File: src/rtl/ifetch_queue.sv
// ---------------------------------------------------------------------------
// ifetch_queue
//   Instruction-fetch front end. Owns the fetch PC and issues in-order
//   requests to a latency-tolerant instruction memory. Returned words are
//   buffered with their addresses in a DEPTH-entry prefetch FIFO and handed
//   to decode through a valid/ready handshake. A redirect flushes the FIFO,
//   restarts fetch at the new PC and squashes responses still in flight.
//
// Ports
//   clk             system clock, all state on the rising edge
//   rst             synchronous active-high reset
//   mem_req         fetch request valid (transfer = mem_req & mem_gnt)
//   mem_addr        fetch address, word aligned
//   mem_gnt         memory accepts the request this cycle
//   mem_rvalid      response word valid, responses return in request order
//   mem_rdata       response word
//   redirect_valid  flush and restart fetch at redirect_pc
//   redirect_pc     new fetch address, bits [1:0] ignored
//   ins_valid       FIFO head valid
//   ins             FIFO head instruction word
//   ins_addr        address of the FIFO head instruction
//   ins_ready       decode consumes the head (transfer = ins_valid & ins_ready)
//   occupancy       current FIFO entry count
// ---------------------------------------------------------------------------

// Simulation-only checks on the queue's internal invariants.
module ifetch_queue_chk #(
  parameter int CNT_W = 3,
  parameter int DEPTH = 4
) (
  input logic             clk,
  input logic             rst,
  input logic             push,
  input logic [CNT_W-1:0] count
);

  // The credit rule reserves a FIFO slot for every live request, so a push
  // can never land on a full FIFO.
  a_no_overflow: assert property (@(posedge clk) disable iff (rst)
    push |-> (count < CNT_W'(DEPTH)))
    else $error("ifetch_queue: push into full prefetch FIFO");

endmodule

module ifetch_queue #(
  parameter int                ADDR_W   = 32,
  parameter int                DATA_W   = 32,
  parameter int                DEPTH    = 4,
  parameter logic [ADDR_W-1:0] RESET_PC = 32'h0000_3000
) (
  input  logic                       clk,
  input  logic                       rst,
  output logic                       mem_req,
  output logic [ADDR_W-1:0]          mem_addr,
  input  logic                       mem_gnt,
  input  logic                       mem_rvalid,
  input  logic [DATA_W-1:0]          mem_rdata,
  input  logic                       redirect_valid,
  input  logic [ADDR_W-1:0]          redirect_pc,
  output logic                       ins_valid,
  output logic [DATA_W-1:0]          ins,
  output logic [ADDR_W-1:0]          ins_addr,
  input  logic                       ins_ready,
  output logic [$clog2(DEPTH):0]     occupancy
);

  localparam int CNT_W = $clog2(DEPTH) + 1;
  localparam int PTR_W = $clog2(DEPTH);
  localparam int SUM_W = CNT_W + 1;

  logic [ADDR_W-1:0] fetch_pc_r;
  logic [ADDR_W-1:0] resp_pc_r;
  logic [CNT_W-1:0]  count_r;
  logic [CNT_W-1:0]  live_r;
  logic [CNT_W-1:0]  discard_r;
  logic [PTR_W-1:0]  wr_ptr_r;
  logic [PTR_W-1:0]  rd_ptr_r;
  logic [ADDR_W-1:0] fifo_addr_r [DEPTH];
  logic [DATA_W-1:0] fifo_data_r [DEPTH];

  logic [SUM_W-1:0]  credit_sum_s;
  logic              issue_s;
  logic              push_s;
  logic              drop_s;
  logic              pop_s;
  logic [ADDR_W-1:0] redirect_base_s;
  logic [CNT_W-1:0]  redirect_discard_s;
  logic              unused_pc_bits_s;

  // Entries already buffered plus requests still owed a slot must fit.
  assign credit_sum_s = {1'b0, count_r} + {1'b0, live_r};
  assign mem_req      = !rst && !redirect_valid && (credit_sum_s < SUM_W'(DEPTH));
  assign mem_addr     = fetch_pc_r;
  assign issue_s      = mem_req && mem_gnt;

  // Squashed responses come back first (in-order memory), so they are
  // consumed by the discard counter before any live word is accepted.
  assign drop_s = mem_rvalid && !redirect_valid && (discard_r != '0);
  assign push_s = mem_rvalid && !redirect_valid && (discard_r == '0);

  assign ins_valid = (count_r != '0);
  assign ins       = fifo_data_r[rd_ptr_r];
  assign ins_addr  = fifo_addr_r[rd_ptr_r];
  assign occupancy = count_r;
  assign pop_s     = ins_valid && ins_ready;

  // Every live request becomes a discard on redirect; a word arriving in the
  // redirect cycle settles one of those outstanding requests on the spot.
  assign redirect_base_s    = {redirect_pc[ADDR_W-1:2], 2'b00};
  assign redirect_discard_s = discard_r + live_r - CNT_W'(mem_rvalid);
  assign unused_pc_bits_s   = ^redirect_pc[1:0];

  // Fetch/response PCs, request accounting and FIFO pointers.
  always_ff @(posedge clk) begin
    if (rst) begin
      fetch_pc_r <= RESET_PC;
      resp_pc_r  <= RESET_PC;
      count_r    <= '0;
      live_r     <= '0;
      discard_r  <= '0;
      wr_ptr_r   <= '0;
      rd_ptr_r   <= '0;
    end else if (redirect_valid) begin
      fetch_pc_r <= redirect_base_s;
      resp_pc_r  <= redirect_base_s;
      count_r    <= '0;
      live_r     <= '0;
      discard_r  <= redirect_discard_s;
      wr_ptr_r   <= '0;
      rd_ptr_r   <= '0;
    end else begin
      if (issue_s) begin
        fetch_pc_r <= fetch_pc_r + ADDR_W'(3'd4);
      end
      if (push_s) begin
        resp_pc_r <= resp_pc_r + ADDR_W'(3'd4);
        wr_ptr_r  <= wr_ptr_r + PTR_W'(1'b1);
      end
      if (drop_s) begin
        discard_r <= discard_r - CNT_W'(1'b1);
      end
      if (pop_s) begin
        rd_ptr_r <= rd_ptr_r + PTR_W'(1'b1);
      end
      live_r  <= live_r + CNT_W'(issue_s) - CNT_W'(push_s);
      count_r <= count_r + CNT_W'(push_s) - CNT_W'(pop_s);
    end
  end

  // FIFO payload storage; contents are only observed behind ins_valid, so
  // it carries no reset.
  always_ff @(posedge clk) begin
    if (push_s && !rst) begin
      fifo_addr_r[wr_ptr_r] <= resp_pc_r;
      fifo_data_r[wr_ptr_r] <= mem_rdata;
    end
  end

  ifetch_queue_chk #(
    .CNT_W (CNT_W),
    .DEPTH (DEPTH)
  ) u_chk (
    .clk   (clk),
    .rst   (rst),
    .push  (push_s),
    .count (count_r)
  );

endmodule

File: config.mk
export PLATFORM = sky130hd
export DESIGN_NAME = ifetch_queue
export DESIGN_NICKNAME = d
export VERILOG_FILES = /design/src/rtl/ifetch_queue.sv
export SDC_FILE = /design/constraint.sdc
export NUM_CORES = 1
export LEC_CHECK = 0
export ABC_AREA = 1
export CAP_MARGIN = 20
export CORE_ASPECT_RATIO = 0.5
export CORE_MARGIN = 2
export CORE_UTILIZATION = 51
export CTS_CLUSTER_SIZE = 10
export DETAILED_ROUTE_END_ITERATION = 16
export GPL_ROUTABILITY_DRIVEN = 0
export PLACE_DENSITY = 0.77
export SLEW_MARGIN = 20
export SYNTH_ARGS = -nofsm -noshare
export SYNTH_HDL_FRONTEND = slang
export SYNTH_SLANG_ARGS = --single-unit
File: constraint.sdc
create_clock -name clk -period 5 [get_ports clk]
set_input_delay 1 -clock clk [delete_from_list [all_inputs] [get_ports clk]]
set_output_delay 1 -clock clk [all_outputs]
set_load 0.02 [all_outputs]
# Yosys cells after proc, flatten, opt, wreduce, memory -nomap -nowiden
# Memory sizes are Yosys's and may differ from the RTL's. A register that Yosys moved wholly into a read port is not among the register bits.
# Cells that the tools add are included.
# totals
mem_count,2
elab_cells,53
ram_bits,256
input_bits,70
ff_bits,77
output_inout_bits,101
# op_classes
mux,12
n_lt_le_gt_ge,1
reduce_logical,17
addsub,12
# memory_table
memory,words,width,read_ports,rd_clocked_by_memory_dff,write_ports,line,rtl
fifo_addr_r,4,32,1,1,1,78,logic [ADDR_W-1:0] fifo_addr_r [DEPTH];
fifo_data_r,4,32,1,1,1,79,logic [DATA_W-1:0] fifo_data_r [DEPTH];
# ops
op,count
$mux W32,4
$add A32 B3 Y32 const B,2
$sub A3 B1 Y3,3
$logic_and A1 B1 Y1,8
$mux W2,4
$add A3 B1 Y3,2
$mux W3,2
$reduce_bool A2 Y1,3
$reduce_bool A3 Y1,2
$add A2 B1 Y2 const B,2
$add A3 B3 Y4,1
$lt A4 B3 Y1 const B,1
$add A3 B3 Y3,1
$logic_not A3 Y1,1
$sub A3 B1 Y3 const B,1
$logic_not A1 Y1,2
$mux W1,2
$reduce_or A2 Y1,1

# Longest topological paths before layout
# Gate-level depths: netlist (run 1).
# logic_depth
word_depth,6
ltp_mapped,14
ltp_nobuf,13

# Least setup slack after synthesis (run 1)
# Ideal clock, no wire load.
# synth_path
kind,input port to flip-flop
startpoint,input redirect_valid
endpoint,"memory fifo_addr_r[0][10], enable pin"
setup_time_ps,482
cell_stages,7
slack_ps,154
path_buffers,2
arrival_ps,4364
t_required_ps,4518
path_cell_list,buf_4 > inv_2 > buf_4 > nand2_2 > nor2_4 > inv_1 > nor2_1
# synth_via
elab_chain_len,6
# synth_lines
element,line,rtl
from (decl),58,"input logic redirect_valid,"
$logic_not A1 Y1,99,assign push_s = mem_rvalid && !redirect_valid && (discard_r == '0);
$logic_and A1 B1 Y1 (2 in series),99,
$logic_and A1 B1 Y1,153,if (push_s && !rst) begin
$mux W1,153,
$mux W1 (implied by the code),154,fifo_addr_r[wr_ptr_r] <= resp_pc_r;
to (decl),78,
# Every way passes these cells.

==> results of run 1 <==
[flip-flops by register name, summed over array words and instances, names as in the netlist, named ones only]
signal and flops:
wr_ptr_r 2, rd_ptr_r 2, mem_addr 30, resp_pc_r 30, discard_r 3, live_r 3, fifo_data_r 128, fifo_addr_r 120
occupancy 3
[routing by layer]
| layer | up-vias | wire length (um) |
|---|---|---|
| li1 | 5158 | - |
| met5 | - | 0 |
| met4 | 0 | 672 |
| met2 | 503 | 17560 |
| met3 | 61 | 2746 |
| met1 | 5369 | 14870 |
[layout make-up]
| type | instances | area [sq um] | area share |
|---|---|---|---|
| inverter | 120 | 454.2 | 0.02629 |
| sequential | 323 | 8954 | 0.5182 |
| tap | 382 | 478.0 | 0.02767 |
| timing repair buffer | 179 | 1854 | 0.1073 |
| clock buffer | 57 | 1044 | 0.06040 |
| clock inverter | 2 | 17.52 | 0.001014 |
| multi-input combinational | 906 | 4476 | 0.2591 |
[Yosys cell counts, types with 5 or more instances]
library cell  count
nor2_1          210
ha_1             17
xnor2_1           9
nor3_1            7
nand2_1         236
clkbuf_1         43
xor2_1           15
dfxtp_1          75
nand3_1          58
buf_2             7
nor2_2           10
a21oi_1          49
o21ai_0         176
nand4_1          14
o22ai_1          62
nand3b_1          5
edfxtp_1        248
a31oi_1           9
buf_4             8
inv_1           115
[logic make-up after synthesis]
| family | share of synthesized area |
|---|---|
| compound gates | 0.1141 |
| flops | 0.6328 |
| buf+inv | 0.05362 |
| simple gates | 0.1651 |
| other cells | 0.0002652 |
| xor+xnor | 0.01487 |
| fa+ha+maj | 0.01929 |
[worst max-delay path: cells and delay by family, from the launching register on]
kind	cells	cell delay (ns)
AO/OA/AOI/OAI	2	0.38
buffers and inverters	3	1.76
flip-flops	1	0.68
[power by group]
| part | switching, mW | internal [mW] |
|---|---|---|
| combinational | 0.309 | 0.221 |
| sequential | 0.0819 | 2.96 |
| clock | 1.03 | 1.43 |
[stage by stage]
stage	utilization	hold WS, ns
global placement	0.5898	0.4405
CTS	0.6284	0.4872
floorplan	-	0.4356
global route	0.6284	0.5138
finish	0.6284	0.4823
detailed placement	0.5898	0.4520
[path summary, 6_finish.rpt]
check	start	endpoint	slack, ns	cells after the start
min	rd_ptr_r[1]$_SDFFE_PP0P_	register	0.48	2
min reg2reg	rd_ptr_r[1]$_SDFFE_PP0P_	register	0.48	2
max	register	ins_addr[12]	0.61	5
max reg2reg	discard_r[0]$_SDFFE_PP0P_	fifo_addr_r[1][9]$_DFFE_PP_	2.02	9
==> qor.txt, run 1 <==
Status - complete, no violations
Pre-CTS setup slack - 1.038 ns
Worst slew pin tran - 0.8203 ns
Met3 usage - 0.04034
1st-iter DRT viols - 1138
CTS Buf Count - 38
PnR Total Power - 6.028 mW
Layout area overhead - 22.17%
Dpl hpwl - 22520 um
H-Tree Depth - 2
Synth area leader - edfxtp_1
Distinct cell type count after synthesis - 37
Type of the worst min-delay path - reg -> reg
Site row count - 43
PostCTS Resize Cnt - 0
DRC violations left - 0
Max Cap Violations - 0
Number of flops mapped to enable cells by yosys - 248
Largest net degree at the start of global routing - 75
Setup CP Type - reg -> out
Worst Path Required - 4.00 ns
First-pass GRT wire length - 54850 um
Worst setup EP type - output pin
Placed cells - 1910
Die height - 121.7 um
Share of cells above drive strength 1 - 0.05671
Worst Setup Slack, final - 0.6062 ns
Final Setup Violations - 0
NumNets Final - 1658
#FFs+latches synth - 323
Max-slew violations - 0
CP max FO - 68
Met2 Use GR - 0.4168
Filler instances - 2106
Wire length per cell - 18.20 um
Final ANT Viol Nets - 0
Vias - 11.09k
Worst-path clk slew - 0.06 ns
Setup bufs post-CTS - 0
Clock Sinks - 323
Minimum clock period - 4.394 ns
Via density per instance - 5.633
Core box area - 27490 sq um
Most common cell after layout, fill and taps aside - edfxtp_1
Final Hold Vio Count - 0
Peak Freq - 227.6 MHz
Pre-antenna DRT Iters - 5
Worst-Skew Late Latency - 0.52 ns
CTS tree - done
Tot GR Track Use - 0.2424
Startpoint Class - register
Pleak - 6.198 nW
RSZ-0062 raised after global routing - false
Most frequent cells in the layout - 248 x edfxtp_1, 236 x nand2_1, 206 x nor2_1
Yosys Warn Count - 0
Post-route cell area - 17280 sq um
IO Pins - 171
CTS root buf - clkbuf_16
Mean area per synthesized cell - 10.04 sq um
CTS Buffer Depth - 3
Die Width - 239.5 um
Post-synth top area share - 0.5266
Most used DFF post-synth - edfxtp_1
Vias in the first global route - 10.63k
Grt total ovfl - 0
CP max stage delay - 0.73 ns
Fraction of registers with async set/reset - 0
Mapped Cells - 1409
Post-DP Area - 16220 sq um
Initial antenna violation count - 0
Setup TNS - 0 ns
Top Usage Layer GRT - met2
Starting Density - 0.5144
Cell Area, Synth - 14140 sq um
Final Cycle Share - 0.8788
Crit-path slowest cell - clkinv_2
CP cell instances - clkinv_2 > buf_12 > o21ai_0 > o22ai_1 > clkdlybuf4s50_1
Seq/Total Area, Yosys - 0.6328
Die Footprint - 29160 sq um
Detailed Route WL - 35840 um
Cell Count, Final, Fillers Out - 1969
Met1 global-route usage - 0.3183
PwrDens - 348.9 nW/um^2
Worst VDD drop - 0.1953 mV
N_diodes - 0
Hold buffers post-CTS - 0
Top cells by area, synth - edfxtp_1 53%, dfxtp_1 11%, nand2_1 6.3%, o21ai_0 6.2%, nor2_1 5.6%
Crit path DAT - 3.39 ns
Max-slew headroom - 0.4525
# port buffers - 164
Worst Skew - 0.01161 ns
(Power assumes the default switching activity.)
==> run 2: changes to the inputs <==
- ABC_AREA: 1 -> unset
- CORE_UTILIZATION: 51 -> 50
- PLACE_DENSITY: 0.77 -> 0.76
==> qor.txt, run 2 <==
Status - complete, no violations
CP max FO - 30
First-pass GRT wire length - 45000 um
PnR Total Power - 6.145 mW
Post-route cell area - 16360 sq um
Layout area overhead - 23.68%
Core box area - 26220 sq um
Final ANT Viol Nets - 0
N_diodes - 0
Mapped Cells - 843
Max reg flops - 128
Site row count - 42
CTS root buf - clkbuf_16
Dpl hpwl - 18650 um
Yosys Warn Count - 0
Most frequent cells in the layout - 248 x edfxtp_1, 164 x clkdlybuf4s50_1, 73 x dfxtp_1
Number of flops mapped to enable cells by yosys - 248
Share of cells above drive strength 1 - 0.1312
Final Hold Vio Count - 0
Seq/Total Area, Yosys - 0.6766
Fraction of registers with async set/reset - 0
Die Footprint - 27850 sq um
PwrDens - 375.7 nW/um^2
# port buffers - 164
Top flop regs - fifo_data_r x128, fifo_addr_r x120
PostCTS Resize Cnt - 0
NumNets Final - 1104
CTS Buffer Depth - 3
Worst-Skew Late Latency - 0.52 ns
Die Width - 234.0 um
Worst VDD drop - 0.1920 mV
Post-DP Area - 15270 sq um
Distinct cell type count after synthesis - 60
Worst slew pin tran - 0.9917 ns
CTS Buf Count - 38
Setup bufs post-CTS - 0
Via density per instance - 5.734
Worst Skew - 0.02295 ns
Peak Freq - 252.0 MHz
Cell Area, Synth - 13230 sq um
Clock Sinks - 323
Largest Register - fifo_data_r
Tot GR Track Use - 0.2094
Minimum clock period - 3.969 ns
Vias in the first global route - 8029
Vias - 7918
Max-slew headroom - 0.3327
Most common cell after layout, fill and taps aside - edfxtp_1
Final Cycle Share - 0.7938
Cell Count, Final, Fillers Out - 1381
RSZ-0062 raised after global routing - false
Worst-path clk slew - 0.05 ns
Mean area per synthesized cell - 15.69 sq um
Synth area leader - edfxtp_1
Type of the worst min-delay path - reg -> reg
Setup TNS - 0 ns
Hold buffers post-CTS - 0
Most used DFF post-synth - edfxtp_1
Initial antenna violation count - 0
Pleak - 5.313 nW
Top-count cell post-synth - edfxtp_1
Startpoint Class - primary input
DRC violations left - 0
Post-synth top area share - 0.5630
Detailed Route WL - 28870 um
Largest net degree at the start of global routing - 66
Pre-antenna DRT Iters - 5
Starting Density - 0.5044
H-Tree Depth - 2
1st-iter DRT viols - 806
Setup CP Type - in -> out
Max Cap Violations - 0
Worst Path Required - 4.00 ns
Grt total ovfl - 0
Max-slew violations - 0
Placed cells - 1326
IO Pins - 171
Crit path DAT - 2.97 ns
CTS tree - done
Commonest cells in the netlist - 248 x edfxtp_1, 75 x dfxtp_1, 62 x mux4_2
Top cells by area, synth - edfxtp_1 56%, dfxtp_1 11%, mux4_2 11%, xnor2_1 2.2%, ha_1 1.6%
Worst setup EP type - output pin
Die height - 119.0 um
Wire length per cell - 20.91 um
Final Setup Violations - 0
#FFs+latches synth - 323
[run 2: changes by cell type after synthesis, moves of 10 or more]
cell,previous run,this run
and4_1,0,10
xnor2_1,9,33
nor2_1,210,49
nand2_1,236,37
o22ai_1,62,0
o21ai_0,176,19
inv_1,115,25
mux4_2,0,62
a211oi_1,0,12
and3_1,1,17
a21oi_1,49,27
nor2_2,10,0
nand3_1,58,29
[run 2: worst max-delay path: stages]
cell and delay [ns]:
clkdlybuf4s50_1 0.44, buf_4 0.26, inv_1 0.11, nand2_1 0.28, nor3_1 0.23, clkdlybuf4s50_1 0.64
[run 2: worst paths after layout]
kind | end | startpoint | slack, ns | cells past startpoint
min reg2reg | register | rd_ptr_r[0]$_SDFFE_PP0P_ | 0.54 | 2
max reg2reg | live_r[2]$_SDFF_PP0_ | live_r[2]$_SDFF_PP0_ | 1.85 | 12
min | register | rd_ptr_r[0]$_SDFFE_PP0P_ | 0.54 | 2
max | mem_req | redirect_valid | 1.03 | 6
[run 2: power breakdown]
part | leakage, nW | switching, mW | total (mW) | internal (mW)
clock network | 0.525 | 0.977 | 2.45 | 1.47
logic | 1.92 | 0.315 | 0.616 | 0.301
registers | 2.87 | 0.0911 | 3.08 | 2.99
total | 5.31 | 1.38 | 6.15 | 4.76
[run 2: area by class of cell]
cell class,instances,area [sq um]
clock inverters,1,8.758
clock buffers,54,1075
inverters,26,97.59
multi-input cells,450,3996
flip-flops and latches,323,8954
well taps,352,440.4
repair buffers,175,1787
fillers,1831,9864
[run 2: kinds of logic (layout without fill, tap and decap cells)]
kind of cell	count (synthesis)	in the layout	share of synthesized area
compound gates	98	98	0.04881
xor+xnor	47	47	0.03112
fa+ha+maj	20	20	0.02062
buf+inv	73	256	0.02251
flops	323	323	0.6766
mux	70	70	0.1119
other cells	1	4	0.0002835
simple gates	211	211	0.08817
[run 2: through the flow]
| stage | hold WS, ns | util | setup slack [ns] |
|---|---|---|---|
| finish | 0.5443 | 0.6238 | 1.031 |
| global placement | 0.5109 | 0.5825 | 1.090 |
| CTS | 0.5447 | 0.6238 | 1.026 |
| floorplan | 0.4809 | - | 1.372 |
| global route | 0.5694 | 0.6238 | 0.9378 |
| detailed placement | 0.5263 | 0.5825 | 1.044 |
[run 2: routing by layer]
metal  vias to the layer above  part of all wire  global-route usage
li1                       3622                 -                   -
met1                      3996              0.43              0.2930
met2                       247              0.49              0.3427
met3                        53             0.059             0.03664
met4                         0             0.020             0.05340
met5                         -                 0                   0
